$ cat config.mk
export PLATFORM = sky130hd
export DESIGN_NAME = frc_timer_flat
export DESIGN_NICKNAME = d
export VERILOG_FILES = /design/src/rtl/frc_timer_if.sv /design/src/rtl/frc_timer.sv /design/src/flat_wrapper.sv
export SDC_FILE = /design/constraint.sdc
export NUM_CORES = 1
export LEC_CHECK = 0
export CORE_UTILIZATION = 55
export CTS_CLUSTER_DIAMETER = 200
export CTS_CLUSTER_SIZE = 30
export DETAILED_ROUTE_END_ITERATION = 7
export GPL_TIMING_DRIVEN = 0
export PLACE_DENSITY = 0.77
export RECOVER_POWER = 100
export SETUP_SLACK_MARGIN = 0.15
export SYNTH_ARGS = -nofsm -noshare
export SYNTH_HDL_FRONTEND = slang
export SYNTH_SLANG_ARGS = --single-unit
$ cat constraint.sdc
create_clock -name clk -period 2.6 [get_ports clk]
set_input_delay 0.39 -clock clk [delete_from_list [all_inputs] [get_ports clk]]
set_output_delay 0.39 -clock clk [all_outputs]
set_load 0.03 [all_outputs]
$ cat src/rtl/frc_timer_if.sv
// I/O-space register bus between the CPU address decoder (master) and a peripheral (slave).
interface frc_timer_if;
    localparam int unsigned ADR_W = 3;
    localparam int unsigned DAT_W = 32;

    logic             io_sel;
    logic             io_we;
    logic [ADR_W-1:0] io_adr;
    logic [DAT_W-1:0] io_wdata;
    logic [DAT_W-1:0] io_rdata;

    modport master (
        output io_sel,
        output io_we,
        output io_adr,
        output io_wdata,
        input  io_rdata
    );

    modport slave (
        input  io_sel,
        input  io_we,
        input  io_adr,
        input  io_wdata,
        output io_rdata
    );
endinterface

$ cat src/rtl/frc_timer.sv
// Free-running prescaled 32-bit timer with compare, optional auto-reload and a W1C match flag.
// Drives the core's only interrupt line plus a one-cycle clear pulse for its edge latch.
module frc_timer #(
    parameter int unsigned PRE_W   = 16,
    parameter logic [31:0] CMP_RST = 32'hFFFF_FFFF
) (
    input  logic         clk,
    input  logic         rst_n,
    frc_timer_if.slave   io,
    output logic         interrupt_0,
    output logic         interrupt_clear
);

    localparam int unsigned DAT_W = 32;
    localparam int unsigned ADR_W = 3;

    localparam logic [ADR_W-1:0] ADR_CTRL     = 3'd0;
    localparam logic [ADR_W-1:0] ADR_PRESCALE = 3'd1;
    localparam logic [ADR_W-1:0] ADR_COUNT    = 3'd2;
    localparam logic [ADR_W-1:0] ADR_CMP      = 3'd3;
    localparam logic [ADR_W-1:0] ADR_STATUS   = 3'd4;

    // Architectural state
    logic             en_q;
    logic             reload_q;
    logic             irq_en_q;
    logic [PRE_W-1:0] prescale_q;
    logic [PRE_W-1:0] pre_cnt_q;
    logic [DAT_W-1:0] count_q;
    logic [DAT_W-1:0] cmp_q;
    logic             match_q;
    logic [DAT_W-1:0] rdata_q;
    logic             irq_q;
    logic             irq_clr_q;

    // Next-state values
    logic             en_d;
    logic             reload_d;
    logic             irq_en_d;
    logic [PRE_W-1:0] prescale_d;
    logic [PRE_W-1:0] pre_cnt_d;
    logic [DAT_W-1:0] count_d;
    logic [DAT_W-1:0] cmp_d;
    logic             match_d;
    logic [DAT_W-1:0] rdata_d;
    logic             irq_d;
    logic             irq_clr_d;

    // Decoded strobes and datapath helpers
    logic             wr_c;
    logic             rd_c;
    logic             ctrl_we_c;
    logic             prescale_we_c;
    logic             count_we_c;
    logic             cmp_we_c;
    logic             clear_req_c;
    logic             tick_c;
    logic             match_set_c;
    logic [DAT_W-1:0] count_inc_c;
    logic [DAT_W-1:0] rd_mux_c;

    // Bus decode, prescaler tick and compare
    always_comb begin
        wr_c          = io.io_sel & io.io_we;
        rd_c          = io.io_sel & ~io.io_we;
        ctrl_we_c     = wr_c && (io.io_adr == ADR_CTRL);
        prescale_we_c = wr_c && (io.io_adr == ADR_PRESCALE);
        count_we_c    = wr_c && (io.io_adr == ADR_COUNT);
        cmp_we_c      = wr_c && (io.io_adr == ADR_CMP);
        clear_req_c   = wr_c && (io.io_adr == ADR_STATUS) && io.io_wdata[0];
        tick_c        = en_q && (pre_cnt_q == prescale_q);
        // A COUNT write overrides the tick, so no compare is evaluated that cycle
        match_set_c   = tick_c && !count_we_c && (count_q == cmp_q);
        count_inc_c   = count_q + DAT_W'(1);
    end

    // Read mux reflects current (pre-update) register values
    always_comb begin
        rd_mux_c = '0;
        case (io.io_adr)
            ADR_CTRL:     rd_mux_c = {29'd0, irq_en_q, reload_q, en_q};
            ADR_PRESCALE: rd_mux_c = DAT_W'(prescale_q);
            ADR_COUNT:    rd_mux_c = count_q;
            ADR_CMP:      rd_mux_c = cmp_q;
            ADR_STATUS:   rd_mux_c = {31'd0, match_q};
            default:      rd_mux_c = '0;
        endcase
    end

    // Next-state logic for all registers
    always_comb begin
        en_d       = en_q;
        reload_d   = reload_q;
        irq_en_d   = irq_en_q;
        prescale_d = prescale_q;
        pre_cnt_d  = pre_cnt_q;
        count_d    = count_q;
        cmp_d      = cmp_q;
        match_d    = match_q;
        rdata_d    = rdata_q;
        irq_d      = 1'b0;
        irq_clr_d  = 1'b0;

        if (ctrl_we_c) begin
            en_d     = io.io_wdata[0];
            reload_d = io.io_wdata[1];
            irq_en_d = io.io_wdata[2];
        end
        if (prescale_we_c) begin
            prescale_d = io.io_wdata[PRE_W-1:0];
        end
        if (cmp_we_c) begin
            cmp_d = io.io_wdata;
        end

        if (!en_q || prescale_we_c || count_we_c || tick_c) begin
            pre_cnt_d = '0;
        end else begin
            pre_cnt_d = pre_cnt_q + PRE_W'(1);
        end

        if (count_we_c) begin
            count_d = io.io_wdata;
        end else if (tick_c) begin
            count_d = (match_set_c && reload_q) ? '0 : count_inc_c;
        end

        // Set wins over a same-cycle clear
        if (match_set_c) begin
            match_d = 1'b1;
        end else if (clear_req_c) begin
            match_d = 1'b0;
        end

        // Forcing the level low during a clear guarantees a new rising edge downstream
        irq_d     = match_d & irq_en_q & ~clear_req_c;
        irq_clr_d = clear_req_c;

        if (rd_c) begin
            rdata_d = rd_mux_c;
        end
    end

    always_ff @(posedge clk or negedge rst_n) begin
        if (!rst_n) begin
            en_q       <= 1'b0;
            reload_q   <= 1'b0;
            irq_en_q   <= 1'b0;
            prescale_q <= '0;
            pre_cnt_q  <= '0;
            count_q    <= '0;
            cmp_q      <= CMP_RST;
            match_q    <= 1'b0;
            rdata_q    <= '0;
            irq_q      <= 1'b0;
            irq_clr_q  <= 1'b0;
        end else begin
            en_q       <= en_d;
            reload_q   <= reload_d;
            irq_en_q   <= irq_en_d;
            prescale_q <= prescale_d;
            pre_cnt_q  <= pre_cnt_d;
            count_q    <= count_d;
            cmp_q      <= cmp_d;
            match_q    <= match_d;
            rdata_q    <= rdata_d;
            irq_q      <= irq_d;
            irq_clr_q  <= irq_clr_d;
        end
    end

    assign io.io_rdata     = rdata_q;
    assign interrupt_0     = irq_q;
    assign interrupt_clear = irq_clr_q;

endmodule

$ cat src/flat_wrapper.sv
// flat-port wrapper written by rule: the top's interface ports become plain ports
module frc_timer_flat 
#(
    parameter int unsigned PRE_W   = 16,
    parameter logic [31:0] CMP_RST = 32'hFFFF_FFFF
)
  (clk, rst_n, interrupt_0, interrupt_clear, io_io_sel, io_io_we, io_io_adr, io_io_wdata, io_io_rdata);
  frc_timer_if io_i ();
  input  logic clk;
  input  logic rst_n;
  output logic interrupt_0;
  output logic interrupt_clear;
  input wire logic [$bits(io_i.io_sel)-1:0] io_io_sel;
  input wire logic [$bits(io_i.io_we)-1:0] io_io_we;
  input wire logic [$bits(io_i.io_adr)-1:0] io_io_adr;
  input wire logic [$bits(io_i.io_wdata)-1:0] io_io_wdata;
  output wire logic [$bits(io_i.io_rdata)-1:0] io_io_rdata;
  assign io_i.io_sel = io_io_sel;
  assign io_i.io_we = io_io_we;
  assign io_i.io_adr = io_io_adr;
  assign io_i.io_wdata = io_io_wdata;
  assign io_io_rdata = io_i.io_rdata;
  frc_timer #(.PRE_W(PRE_W), .CMP_RST(CMP_RST)) u_core (.clk(clk), .rst_n(rst_n), .io(io_i), .interrupt_0(interrupt_0), .interrupt_clear(interrupt_clear));
endmodule
==> results of run 1 <==
[sequential cells by signal, summed over array words and instances (netlist names)]
name / flops
u_core.cmp_q: 32
u_core.count_q: 32
u_core.reload_q: 1
u_core.interrupt_0: 1
u_core.prescale_q: 16
u_core.en_q: 1
u_core.match_q: 1
u_core.pre_cnt_q: 16
u_core.interrupt_clear: 1
u_core.irq_en_q: 1
u_core.io.io_rdata: 32
[worst paths after layout]
kind | from | endpoint | cells past startpoint
setup / recovery | u_core.count_q[31]$_DFFE_PN0P_ | u_core.count_q[27]$_DFFE_PN0P_ | 9
max in group asynchronous | rst_n | u_core.cmp_q[6]$_DFFE_PN1P_ | 3
hold / removal | io_io_adr[2] | u_core.io.io_rdata[0]$_DFFE_PN0P_ | 3
hold reg to reg | u_core.io.io_rdata[20]$_DFFE_PN0P_ | u_core.io.io_rdata[20]$_DFFE_PN0P_ | 2
setup reg to reg | u_core.count_q[31]$_DFFE_PN0P_ | u_core.count_q[27]$_DFFE_PN0P_ | 9
min in group asynchronous | rst_n | u_core.io.io_rdata[27]$_DFFE_PN0P_ | 2
[cells in the final DEF, fill, tap and decap left out, types with 11 or more instances in the layout]
| cell | Yosys | routed |
|---|---|---|
| xnor2_1 | 40 | 33 |
| nor2_1 | 60 | 59 |
| a31oi_1 | 23 | 22 |
| clkbuf_1 | 30 | 24 |
| clkdlybuf4s50_1 | 0 | 34 |
| dlygate4sd3_1 | 0 | 36 |
| buf_4 | 0 | 16 |
| a21oi_1 | 11 | 12 |
| dfstp_2 | 32 | 32 |
| inv_1 | 15 | 15 |
| nor3_1 | 13 | 11 |
| nand3_1 | 26 | 25 |
| and3_1 | 11 | 11 |
| mux2i_1 | 16 | 16 |
| xor2_1 | 21 | 21 |
| clkbuf_2 | 0 | 14 |
| nand2_1 | 72 | 72 |
| dfrtp_1 | 102 | 100 |
| o21ai_0 | 38 | 38 |
| clkbuf_16 | 0 | 17 |
| a22oi_1 | 23 | 23 |
| mux2_2 | 64 | 64 |
| nand4_1 | 28 | 28 |
[worst max-delay path: cells and delay by family (launching register included)]
kind                   cells  cell delay, ns
buffers and inverters      3            0.55
AO/OA/AOI/OAI              3            0.50
AND/OR/NAND/NOR            2            0.52
XOR/XNOR                   1            0.35
flip-flops                 1            0.48
[power breakdown]
part	total (mW)	internal [mW]	switching, mW
clock network	2.48	1.58	0.900
registers	2.96	2.52	0.441
logic	1.78	0.820	0.955
total	7.21	4.91	2.30
[repair_timing]
item | in CTS | in global routing
resized for setup | 20 | 38
pin swaps | 2 | 7
buffers inserted | 1 | 15
endpoints found under the hold margin | 42 | 0
hold buffers | 1 | 0
endpoints found under the setup margin | 59 | 74
[metal layers]
layer / GRT usage [%] / share of wire (%) / vias up
met5: 0 / 0 / -
met3: 8.62 / 8.7 / 76
met4: 15.3 / 3.7 / 0
met2: 50.8 / 46 / 331
li1: - / - / 2889
met1: 45.3 / 41 / 3183
[cell families after synthesis]
| group | after synthesis | share of synthesized area (%) |
|---|---|---|
| xor+xnor | 62 | 7.47 |
| simple gates | 259 | 17.9 |
| fa+ha+maj | 2 | 0.340 |
| buf+inv | 64 | 3.63 |
| compound gates | 132 | 11.8 |
| flops | 134 | 46.1 |
| mux | 83 | 12.9 |
[final cells by class]
cell class              instances  area, um^2  share of cell area (%)
clock buffers                  23         478                    5.18
plain buffers                  49         236                    2.56
inverters                      15        56.3                   0.610
clock inverters                 9         124                    1.34
repair buffers                 89         866                    9.38
flip-flops and latches        134        3400                    36.8
well taps                     172         215                    2.33
multi-input cells             538        3860                    41.8
==> flow_metrics.tcl, run 1 <==
set metrics [dict create \
    grt_pass1_vias 6409 \
    drt_iter0_markers 980 \
    area_growth_pct 25.2 \
    synth_fp_nets 777 \
    dieArea_um2 13900 \
    via_count 6479 \
    clkSinkCount 134 \
    r2r_slack_ns 0.09 \
    slowest_delay_ns 0.48 \
    wl_per_cell_um 22.1 \
    chipWidth_um 118 \
    pre_cts_slack_ns -0.604 \
    post-route-drc-count 0 \
    cpMostUsedCell "buf_4" \
    layout-drive-gt1-share_pct 23.7 \
    critPathKind "reg2reg" \
    post-route-cell-area_um2 9230 \
    synthCells 736 \
    cp-start-kind "register" \
    place_area_um2 8320 \
    vias_per_cell 6.30 \
    setup_tns_ns 0 \
    grt_antenna_before_repair 0 \
    layout.nets 885 \
    tightest_slew_ns 1.49 \
    leakage_nw 3.93 \
    outcome "complete, no violations" \
    worstPathMaxFanout 10 \
    ys_seq_area_share_pct 46.1 \
    synthTopCellsByArea "dfrtp_1 (35%), dfstp_2 (11%), mux2_2 (9.8%)" \
    powerDensity_nw_per_um2 781 \
    port_buffers 71 \
    clkLatencyLatePin_ns 0.43 \
    cp_data_arrival_time_ns 2.82 \
    place_inst 980 \
    async_reset_ff_share_pct 100 \
    synth.most_common_cell "dfrtp_1" \
    rows 41 \
    peakVddDrop_v 0.000421 \
    cts_tree "built" \
    hpwlAfterDp_mm 16.0 \
    instances_no_fill 1029 \
    cap_violations 0 \
    dr.pass1.iters 5 \
    finalMaxSlewViolations 0 \
    clockBufferDepth 2 \
    ant_nets 0 \
    setup_slack_ns 0.0854 \
    cts-root-buf "clkbuf_16" \
    synth_area_leader_cell "dfrtp_1" \
    gp_congestion 0.963 \
    rsz0062_at_grt "true" \
    nFillCells 967 \
    die_h_um 118 \
    power.total_mw 7.21 \
    coreArea_um2 12800 \
    ctsHtreeMaxLevel 4 \
    synth_edf_count 0 \
    antenna_cells 0 \
    min_path_type "in2reg" \
    final-hold-violation-count 0 \
    utilization_pct 72.0 \
    synth.distinct_cells 60 \
    grt_remaining_overflow 0 \
    critPathCaptureType "register" \
    yosys_warnings 0 \
    setup_viol 0 \
    hold-worst-slack_ns 0.419 \
    critical_path.slowest_cell "dfrtp_1" \
    grt_usage_pct 33.6 \
    cts_buffers 17 \
    grt_first_pass_wirelength_mm 35.2 \
    syn_area_um2 7370 \
    post-route-min-period_ns 2.51 \
    fin_skew_ns 0.00948 \
    cp.required_ns 2.91 \
    routed_wirelength_mm 22.7 \
    slew_headroom_pct 0.506 \
    synth_area_per_cell_um2 10.0 \
    fmax_mhz 398 \
    grt_max_degree 79 \
    synth-main-ff-cell "dfrtp_1" \
    path_cells "xnor2_1 -> nand4_1 -> nor4_4 -> buf_4 -> buf_4 -> a31oi_2 -> clkbuf_2 -> a32oi_1 -> o21ai_0" \
    start_util_pct 57.5 \
    ys_ff_latch 134 \
    io_pins 73 \
    yosysTopAreaCellShare_pct 34.6 \
    period_share_pct 96.7 \
    cts.clk_slew.worst_paths_ns 0.06 \
    synthTopCellsByCount "dfrtp_1 (102), nand2_1 (72), mux2_2 (64)" \
]
No activity file was read; power rests on OpenSTA's default activity.
==> run 2: changes to the inputs <==
--- a/config.mk
+++ b/config.mk
@@ -5,8 +5,9 @@
 export SDC_FILE = /design/constraint.sdc
 export NUM_CORES = 1
 export LEC_CHECK = 0
+export ABC_CLOCK_PERIOD_IN_PS = 2600
 export CORE_UTILIZATION = 55
-export CTS_CLUSTER_DIAMETER = 200
+export CTS_CLUSTER_DIAMETER = 150
 export CTS_CLUSTER_SIZE = 30
 export DETAILED_ROUTE_END_ITERATION = 7
 export GPL_TIMING_DRIVEN = 0
==> results of run 2 <==
Same layout as run 1: the final DEF is identical, and so are final timing and power.
